**config.mk**
```make
export PLATFORM = sky130hd
export DESIGN_NAME = imem_loader_flat
export DESIGN_NICKNAME = d
export VERILOG_FILES = /design/src/rtl/imem_loader_pkg.sv /design/src/rtl/imem_loader_if.sv /design/src/rtl/imem_loader.sv /design/src/flat_wrapper.sv
export SDC_FILE = /design/constraint.sdc
export NUM_CORES = 1
export LEC_CHECK = 0
export BUFFER_PORTS_ARGS = -buffer_cell sky130_fd_sc_hd__buf_2
export CAP_MARGIN = 20
export CORE_UTILIZATION = 60
export DETAILED_ROUTE_END_ITERATION = 8
export PLACE_DENSITY_LB_ADDON = 0.12
export SLEW_MARGIN = 20
export SYNTH_ARGS = -nofsm -noshare
export SYNTH_HDL_FRONTEND = slang
export SYNTH_SLANG_ARGS = --single-unit
```
**constraint.sdc**
```tcl
create_clock -name clk -period 6.7 [get_ports clk]
set_input_delay 0.335 -clock clk [delete_from_list [all_inputs] [get_ports clk]]
set_output_delay 0.335 -clock clk [all_outputs]
set_load 0.02 [all_outputs]
```
**src/rtl/imem_loader_pkg.sv**
```systemverilog
// imem_loader_pkg: shared widths, limits and state encoding for the program loader
// Contents: default address/data widths, largest legal word count, default
// inter-byte timeout, the 3-bit loader state enum and a busy-state helper.
package imem_loader_pkg;
  localparam int LDR_ADDR_WIDTH     = 12;
  localparam int LDR_DATA_WIDTH     = 32;
  localparam int LDR_BYTES_PER_WORD = 4;
  localparam int LDR_MAX_WORDS      = (1 << LDR_ADDR_WIDTH) / LDR_BYTES_PER_WORD;
  localparam int LDR_TIMEOUT        = 1000000;
  typedef enum logic [2:0] {
    LDR_IDLE = 3'd0,
    LDR_LEN1 = 3'd1,
    LDR_DATA = 3'd2,
    LDR_CSUM = 3'd3,
    LDR_DONE = 3'd4,
    LDR_ERR  = 3'd5
  } ldr_state_e;
  // states inside a frame, where the inter-byte timeout is armed
  function automatic logic ldr_busy(ldr_state_e s);
    return s == LDR_LEN1 || s == LDR_DATA || s == LDR_CSUM;
  endfunction
endpackage

```
**src/rtl/imem_loader_if.sv**
```systemverilog
// imem_loader_if: byte stream in, instruction-memory write port out
// Signals: s_dat/s_valid/s_ready byte stream handshake; w_addr/w_dat/w_enb/byte_enb
// i_mem write port. Modport master = stream source / memory, slave = loader.
interface imem_loader_if
  import imem_loader_pkg::*;
#(
  parameter int ADDR_WIDTH = LDR_ADDR_WIDTH,
  parameter int DATA_WIDTH = LDR_DATA_WIDTH
);
  logic [7:0]            s_dat;
  logic                  s_valid;
  logic                  s_ready;
  logic [ADDR_WIDTH-1:0] w_addr;
  logic [DATA_WIDTH-1:0] w_dat;
  logic                  w_enb;
  logic [3:0]            byte_enb;
  modport master (output s_dat, s_valid, input s_ready, w_addr, w_dat, w_enb, byte_enb);
  modport slave  (input s_dat, s_valid, output s_ready, w_addr, w_dat, w_enb, byte_enb);
endinterface

```
**src/rtl/imem_loader.sv**
```systemverilog
// imem_loader: framed byte-stream program loader, writer side of the instruction RAM
// Ports: clk, rst_n (async, active-low); bus (slave) carries the byte stream and the
// i_mem write port; i_restart leaves DONE/ERR; o_pc_stall holds the CPU until a frame
// loads with a good checksum; o_done/o_error frame status; o_words_loaded word count.
// Frame: LEN_LO, LEN_HI, N little-endian words, then XOR of all data bytes.
module imem_loader
  import imem_loader_pkg::*;
#(
  parameter int ADDR_WIDTH  = LDR_ADDR_WIDTH,
  parameter int DATA_WIDTH  = LDR_DATA_WIDTH,
  parameter int MAX_WORDS   = LDR_MAX_WORDS,
  parameter int TIMEOUT_CYC = LDR_TIMEOUT
) (
  input  logic                clk,
  input  logic                rst_n,
  imem_loader_if.slave        bus,
  input  logic                i_restart,
  output logic                o_pc_stall,
  output logic                o_done,
  output logic                o_error,
  output logic [15:0]         o_words_loaded
);
  localparam int TW = $clog2(TIMEOUT_CYC + 1);
  ldr_state_e            r_state;
  logic                  r_ready, r_stall, r_done, r_error, r_wenb;
  logic [ADDR_WIDTH-1:0] r_addr;
  logic [DATA_WIDTH-1:0] r_word, r_wdat;
  logic [1:0]            r_bcnt;
  logic [7:0]            r_xor, r_len_lo;
  logic [15:0]           r_len, r_words;
  logic [TW-1:0]         r_tcnt;
  logic                  w_acc, w_tmo, w_last;
  logic [15:0]           w_len;
  logic [DATA_WIDTH-1:0] w_shift;
  assign w_acc   = bus.s_valid & r_ready;
  assign w_len   = {bus.s_dat, r_len_lo};
  // the counter holds the number of idle cycles already seen, so this edge is the TIMEOUT_CYC-th
  assign w_tmo   = r_tcnt == TW'(TIMEOUT_CYC - 1);
  assign w_last  = r_words + 16'd1 == r_len;
  // little-endian assembly: new byte enters at the top, byte0 ends at [7:0]
  assign w_shift = {bus.s_dat, r_word[DATA_WIDTH-1:8]};
  always_ff @(posedge clk or negedge rst_n) begin
    if (!rst_n) begin
      r_state  <= LDR_IDLE;
      r_ready  <= 1'b1;
      r_stall  <= 1'b1;
      r_done   <= 1'b0;
      r_error  <= 1'b0;
      r_wenb   <= 1'b0;
      r_addr   <= '0;
      r_wdat   <= '0;
      r_word   <= '0;
      r_bcnt   <= '0;
      r_xor    <= '0;
      r_len_lo <= '0;
      r_len    <= '0;
      r_words  <= '0;
      r_tcnt   <= '0;
    end else begin
      r_wenb <= 1'b0;
      if (w_acc) r_tcnt <= '0;
      else if (ldr_busy(r_state)) r_tcnt <= r_tcnt + 1'b1;
      case (r_state)
        LDR_IDLE: if (w_acc) begin
          r_len_lo <= bus.s_dat;
          r_state  <= LDR_LEN1;
        end
        LDR_LEN1: if (w_acc) begin
          r_len  <= w_len;
          r_bcnt <= '0;
          if (w_len > 16'(MAX_WORDS)) begin
            r_state <= LDR_ERR;
            r_error <= 1'b1;
            r_ready <= 1'b0;
          end else r_state <= w_len == 16'd0 ? LDR_CSUM : LDR_DATA;
        end
        LDR_DATA: if (w_acc) begin
          r_xor  <= r_xor ^ bus.s_dat;
          r_bcnt <= r_bcnt + 2'd1;
          r_word <= w_shift;
          if (r_bcnt == 2'd3) begin
            r_wenb  <= 1'b1;
            r_wdat  <= w_shift;
            r_addr  <= ADDR_WIDTH'({r_words, 2'b00});
            r_words <= r_words + 16'd1;
            if (w_last) r_state <= LDR_CSUM;
          end
        end
        LDR_CSUM: if (w_acc) begin
          r_ready <= 1'b0;
          if (bus.s_dat == r_xor) begin
            r_state <= LDR_DONE;
            r_done  <= 1'b1;
            r_stall <= 1'b0;
          end else begin
            r_state <= LDR_ERR;
            r_error <= 1'b1;
          end
        end
        LDR_DONE, LDR_ERR: if (i_restart) begin
          r_state <= LDR_IDLE;
          r_ready <= 1'b1;
          r_stall <= 1'b1;
          r_done  <= 1'b0;
          r_error <= 1'b0;
          r_words <= '0;
          r_xor   <= '0;
        end
        default: r_state <= LDR_IDLE;
      endcase
      // a stalled stream inside a frame aborts it; an accepted byte always restarts the count
      if (!w_acc && w_tmo && ldr_busy(r_state)) begin
        r_state <= LDR_ERR;
        r_error <= 1'b1;
        r_ready <= 1'b0;
      end
    end
  end
  assign bus.s_ready    = r_ready;
  assign bus.w_addr     = r_addr;
  assign bus.w_dat      = r_wdat;
  assign bus.w_enb      = r_wenb;
  assign bus.byte_enb   = {4{r_wenb}};
  assign o_pc_stall     = r_stall;
  assign o_done         = r_done;
  assign o_error        = r_error;
  assign o_words_loaded = r_words;
endmodule

```
**src/flat_wrapper.sv**
```systemverilog
// flat-port wrapper written by rule: the top's interface ports become plain ports
module imem_loader_flat import imem_loader_pkg::*;
#(
  parameter int ADDR_WIDTH  = LDR_ADDR_WIDTH,
  parameter int DATA_WIDTH  = LDR_DATA_WIDTH,
  parameter int MAX_WORDS   = LDR_MAX_WORDS,
  parameter int TIMEOUT_CYC = LDR_TIMEOUT
)
  (clk, rst_n, i_restart, o_pc_stall, o_done, o_error, o_words_loaded, bus_s_dat, bus_s_valid, bus_s_ready, bus_w_addr, bus_w_dat, bus_w_enb, bus_byte_enb);
  imem_loader_if #(.ADDR_WIDTH(ADDR_WIDTH), .DATA_WIDTH(DATA_WIDTH)) bus_i ();
  input  logic clk;
  input  logic rst_n;
  input  logic i_restart;
  output logic o_pc_stall;
  output logic o_done;
  output logic o_error;
  output logic [15:0] o_words_loaded;
  input wire logic [$bits(bus_i.s_dat)-1:0] bus_s_dat;
  input wire logic [$bits(bus_i.s_valid)-1:0] bus_s_valid;
  output wire logic [$bits(bus_i.s_ready)-1:0] bus_s_ready;
  output wire logic [$bits(bus_i.w_addr)-1:0] bus_w_addr;
  output wire logic [$bits(bus_i.w_dat)-1:0] bus_w_dat;
  output wire logic [$bits(bus_i.w_enb)-1:0] bus_w_enb;
  output wire logic [$bits(bus_i.byte_enb)-1:0] bus_byte_enb;
  assign bus_i.s_dat = bus_s_dat;
  assign bus_i.s_valid = bus_s_valid;
  assign bus_s_ready = bus_i.s_ready;
  assign bus_w_addr = bus_i.w_addr;
  assign bus_w_dat = bus_i.w_dat;
  assign bus_w_enb = bus_i.w_enb;
  assign bus_byte_enb = bus_i.byte_enb;
  imem_loader #(.ADDR_WIDTH(ADDR_WIDTH), .DATA_WIDTH(DATA_WIDTH), .MAX_WORDS(MAX_WORDS), .TIMEOUT_CYC(TIMEOUT_CYC)) u_core (.clk(clk), .rst_n(rst_n), .bus(bus_i), .i_restart(i_restart), .o_pc_stall(o_pc_stall), .o_done(o_done), .o_error(o_error), .o_words_loaded(o_words_loaded));
endmodule
```
Yosys cells after proc, flatten, opt, wreduce, memory -nomap -nowiden
Index checks and enable logic that the tools add are counted.

Bits in latches: 0. Output and inout bits: 69. Memories: 0. Register bits after elaboration: 152. Bits in writable memories: 0. Bits of input ports: 12. Logic and storage cells: 115. Memory bits (read-only): 0.

Bitwise gates (word level): 2. Div/mod/pow operators: 0. Add/sub/neg operators: 3. Shift-type cells: 0. Multiply operators: 0. Mux-type cells: 46. Equal/unequal tests: 24. $lt $le $gt $ge: 1. Reduce and logical (&&, ||, !) cells: 24.

Operators with widths (count): 16-bit 2-to-1 mux (3); 20-bit 2-to-1 mux (2); 16-bit case mux with 2 select lines (1); 3-bit 2-to-1 mux (9); 3-bit by 2-bit != test with 1-bit output (second input constant) (7); 20-bit by 1-bit adder with 20-bit output (second input constant) (1); 20-bit equality test (second input constant) (1); 1-bit 2-to-1 mux (20); 16-bit by 1-bit adder with 16-bit output (second input constant) (1); 16-bit equality test (1); 16-bit by 11-bit > comparator with 1-bit output (second input constant) (1); 16-bit logical NOT (1); 8-bit 2-to-1 mux (2); 8-bit case mux with 2 select lines (1); 3-bit case mux with 5 select lines (1); 3-bit AND reduction (3); 8-bit equality test (1); 2-bit by 1-bit != test with 1-bit output (second input constant) (4); 4-bit AND reduction (2); 2-bit nonzero test (4); 8-bit bitwise XOR (1); 7-bit AND reduction (1); 3-bit by 2-bit equality test with 1-bit output (second input constant) (2); 3-bit equality test (second input constant) (2); other kinds (20) (28).

Logic depth before layout (Yosys ltp)
Word-level depth: 7. Mapped depth: 8. Depth with buffers taken out: 7.

Worst setup path before layout
No wires, ideal clock.

Kind: flip-flop to flip-flop. Start: register u_core.o_words_loaded[1] (netlist name). End: register u_core.r_ready, in the netlist u_core.bus.s_ready. Period minus slack after synthesis: 2.456 ns. Setup slack: 4.244 ns. Path buffers: 0. Library setup time: 0.083 ns. Arrival: 2.373 ns. Cell stages (with the launch flop): 8. Required time: 6.617 ns. Cells stage by stage: dfrtp_1 > ha_1 > nand4_2 > or4_1 > a211oi_1 > o2111ai_1 > o41a_1 > o32a_1.

RTL lines: end signal: assignment (line imem_loader.sv:45) `r_ready <= 1'b1;`; end signal: assignment (line imem_loader.sv:74) `r_ready <= 1'b0;`; end signal: assignment (line imem_loader.sv:90) `r_ready <= 1'b0;`; end: declaration (line imem_loader.sv:25) `logic r_ready, r_stall, r_done, r_error, r_wenb;`.

==> qor.csv <==
metric,value,unit
hold_buffers,1,
yosysWarnings,0,
cts_setup_buffers,0,
fillers,855,
clkSlewWorstSetupHoldPaths,60,ps
die_h,107,um
diodes,0,
ant_nets,0,
finalWorstPathRequiredPeriod,2710,ps
grt_max_degree,80,
dpl.hpwl,9980,um
pwr-share-seq,44.9,%
pwr-share-comb,16.4,%
worstSetupPathType,flip-flop to flip-flop,
grt_remaining_overflow,0,
max_freq,369,MHz
path_cells,ha_1 > nand4_2 > or4_1 > a211oi_1 > o2111ai_1 > o41a_1 > o32a_1,
drtIter0Drc,363,
cts_buffers,17,
drt-total-wl,15200,um
fin_setup_tns,0,ps
min_from,bus_s_dat[1],
synth_top_cell_area_share,53.2,%
finalPower,2360,uW
finalSetupViolCount,0,
relSlewSlack,34.3,%
grt_pass1_vias,5108,
crit_start,u_core.o_words_loaded[0]$_DFFE_PN0P_,
drt_pass1_iterations,5,
drv_slew,0,
start_util,61.6,%
synth_area,6680,um^2
drc,0,
seq_area,3610,um^2
hp-class,primary input to flip-flop,
hold_violations,0,
p_clk_share,38.7,%
cp-end-kind,flip-flop,
period_share,40.5,%
syn_area_per_cell,9.21,um^2
stdcell_count,938,
cts_buffer_depth,2,
status,"complete, no violations",
core_region_area,10800,um^2
antenna_found_initial,0,
reg2reg_from,u_core.o_words_loaded[0]$_DFFE_PN0P_,
synth_edf_count,0,
ys_ff_latch,144,
viasPerCell,5.66,
clk_latency,550,ps
p_per_area,309,nW/um^2
internal_power,1710,uW
crit_path_max_incr_delay,530,ps
multi_input_area,2850,um^2
die_area,11600,um^2
rsz0062_at_grt,false,
drive_gt1_share,18.4,%
crit_slowest_cell,dfrtp_1,
ios,81,
io_buffers,78,
synth_seq_area_share,54.0,%
async_flop_share,100,%
critical_path.max_fanout,11,
num_rows,38,
vias,5310,
crit_family,compound AO/OA/AOI/OAI gates,
netlist_top_cells_area,"dfrtp_1 (53%), nand2_1 (14%), xnor2_1 (4.1%)",
wire_per_inst,16.2,um
dominantRegCellSynth,dfrtp_1,
crit_required,7170,ps
syn_to_final_growth,14.8,%
power_switching,653,uW
h-tree-depth,4,
critPathArrivalTime,3180,ps
nNetsFinal,801,
synthCells,725,
max_cap_violations,0,
grt_pass1_wl,25500,um
tritoncts,yes,
gp_congestion,0.883,
pre_cts_ws,4050,ps
yosysMostFrequentCell,nand2_1,
dp_cells,906,
root_buffer,clkbuf_8,
p_leak,0.00390,uW
sw_frac_of_total,27.6,%
skew,8.31,ps
worstMarginPinSlew,986,ps
post_cts_resized,0,
ys_types,60,
critical_path_buf_inv_count,0,
critPathLaunchType,flip-flop,
grt_use_total,29.0,%
die_w,107,um
synth_commonest_cells,"nand2_1 (247), dfrtp_1 (142), nor2_1 (55)",
cts.sinks,144,
synth_top_area_cell,dfrtp_1,
ir_worst_vdd,225,uV
fin_ws,3990,ps
metrics by stage:
| stage | hold slack, ps | area [um^2] | utilization [%] |
|---|---|---|---|
| after floorplan | 39.4 | 6680 | - |
| after global placement | 355 | 7080 | 65.3 |
| after detailed placement | 373 | 7080 | 65.3 |
| after CTS | 82.6 | 7660 | 70.7 |
| after global routing | 102 | 7660 | 70.7 |
| final | 85.8 | 7660 | 70.7 |
cell families (layout without fill, tap and decap cells):
| kind of cell | after synthesis | count (layout) | synth area share, % |
|---|---|---|---|
| AND/OR/NAND/NOR | 371 | 371 | 23.8 |
| multiplexers | 24 | 24 | 4.03 |
| AO/OA/AOI/OAI | 88 | 88 | 8.08 |
| buffers and inverters | 48 | 120 | 3.39 |
| flip-flops | 144 | 144 | 54.0 |
| XOR/XNOR | 46 | 46 | 6.04 |
| other | 1 | 2 | 0.0562 |
| adder cells (fa/ha/maj) | 3 | 3 | 0.562 |
metal layers:
| layer | global-route usage [%] | wire [um] | part of all wire (%) |
|---|---|---|---|
| met1 | 39.7 | 6730 | 44 |
| met3 | 6.11 | 734 | 4.8 |
| met5 | 0 | 0 | 0 |
| met2 | 46.5 | 7500 | 49 |
| met4 | 9.00 | 257 | 1.7 |
path summary, 6_finish.rpt:
check / cells past startpoint / endpoint / slack, ps
max: 7 / u_core.bus.s_ready$_DFFE_PN1P_ / 3990
min: 3 / u_core.bus.w_dat[25]$_DFFE_PN0P_ / 90
max reg2reg: 7 / u_core.bus.s_ready$_DFFE_PN1P_ / 3990
min reg2reg: 2 / u_core.bus.w_dat[2]$_DFFE_PN0P_ / 470
max in group asynchronous: 3 / u_core.r_tcnt[3]$_DFFE_PN0P_ / 4950
min in group asynchronous: 2 / u_core.bus.w_dat[3]$_DFFE_PN0P_ / 340
worst reg2reg max path, cell delays in order, from the launching register on:
cell       delay (ps)
dfrtp_1           530
ha_1              360
nand4_2           200
or4_1             510
a211oi_1          260
o2111ai_1         180
o41a_1            410
o32a_1            190
final cells by class:
cell class | instances | area share [%]
clock buffer | 22 | 6.04
clock inverter | 9 | 1.40
inverter | 6 | 0.294
multi-input combinational | 534 | 37.2
sequential | 144 | 47.0
tap | 140 | 2.29
timing repair buffer | 83 | 5.70
flip-flops by register name (all words and copies together), names as in the netlist, 2 cells and up:
name	cells
u_core.r_len_lo	8
u_core.r_word	24
u_core.bus.w_dat	32
u_core.r_bcnt	2
u_core.r_len	16
u_core.r_xor	8
u_core.bus.w_addr	10
u_core.r_tcnt	20
u_core.r_state	3
u_core.o_words_loaded	16
power by group through the flow:
stage	sequential [uW]	clock, uW	combinational [uW]
2_1_floorplan	1050	0	294
3_3_place_gp	1070	0	370
3_5_place_dp	1070	0	387
4_1_cts	1060	924	389
5_1_grt	1070	955	434
6_report	1060	915	388
cells in the final DEF (no fill, tap or decap), types with 3 or more instances in the layout:
master,netlist,final
nor3_1,9,9
a21oi_1,9,9
ha_1,3,3
nand2_1,247,246
and3_1,7,7
and4_1,3,3
o21ai_0,49,49
nor2_1,55,55
nor4_1,5,5
xor2_1,15,15
xnor2_1,31,31
inv_1,5,5
clkinv_2,0,3
a211oi_1,4,4
mux2_2,23,23
clkbuf_8,0,4
clkbuf_16,0,16
a31oi_1,5,5
nand3_1,13,12
nand4_1,9,9
buf_4,9,4
nor2b_1,3,3
dfrtp_1,142,142
buf_2,9,77
o31ai_1,5,5
No activity file was read; power rests on OpenSTA's default activity.
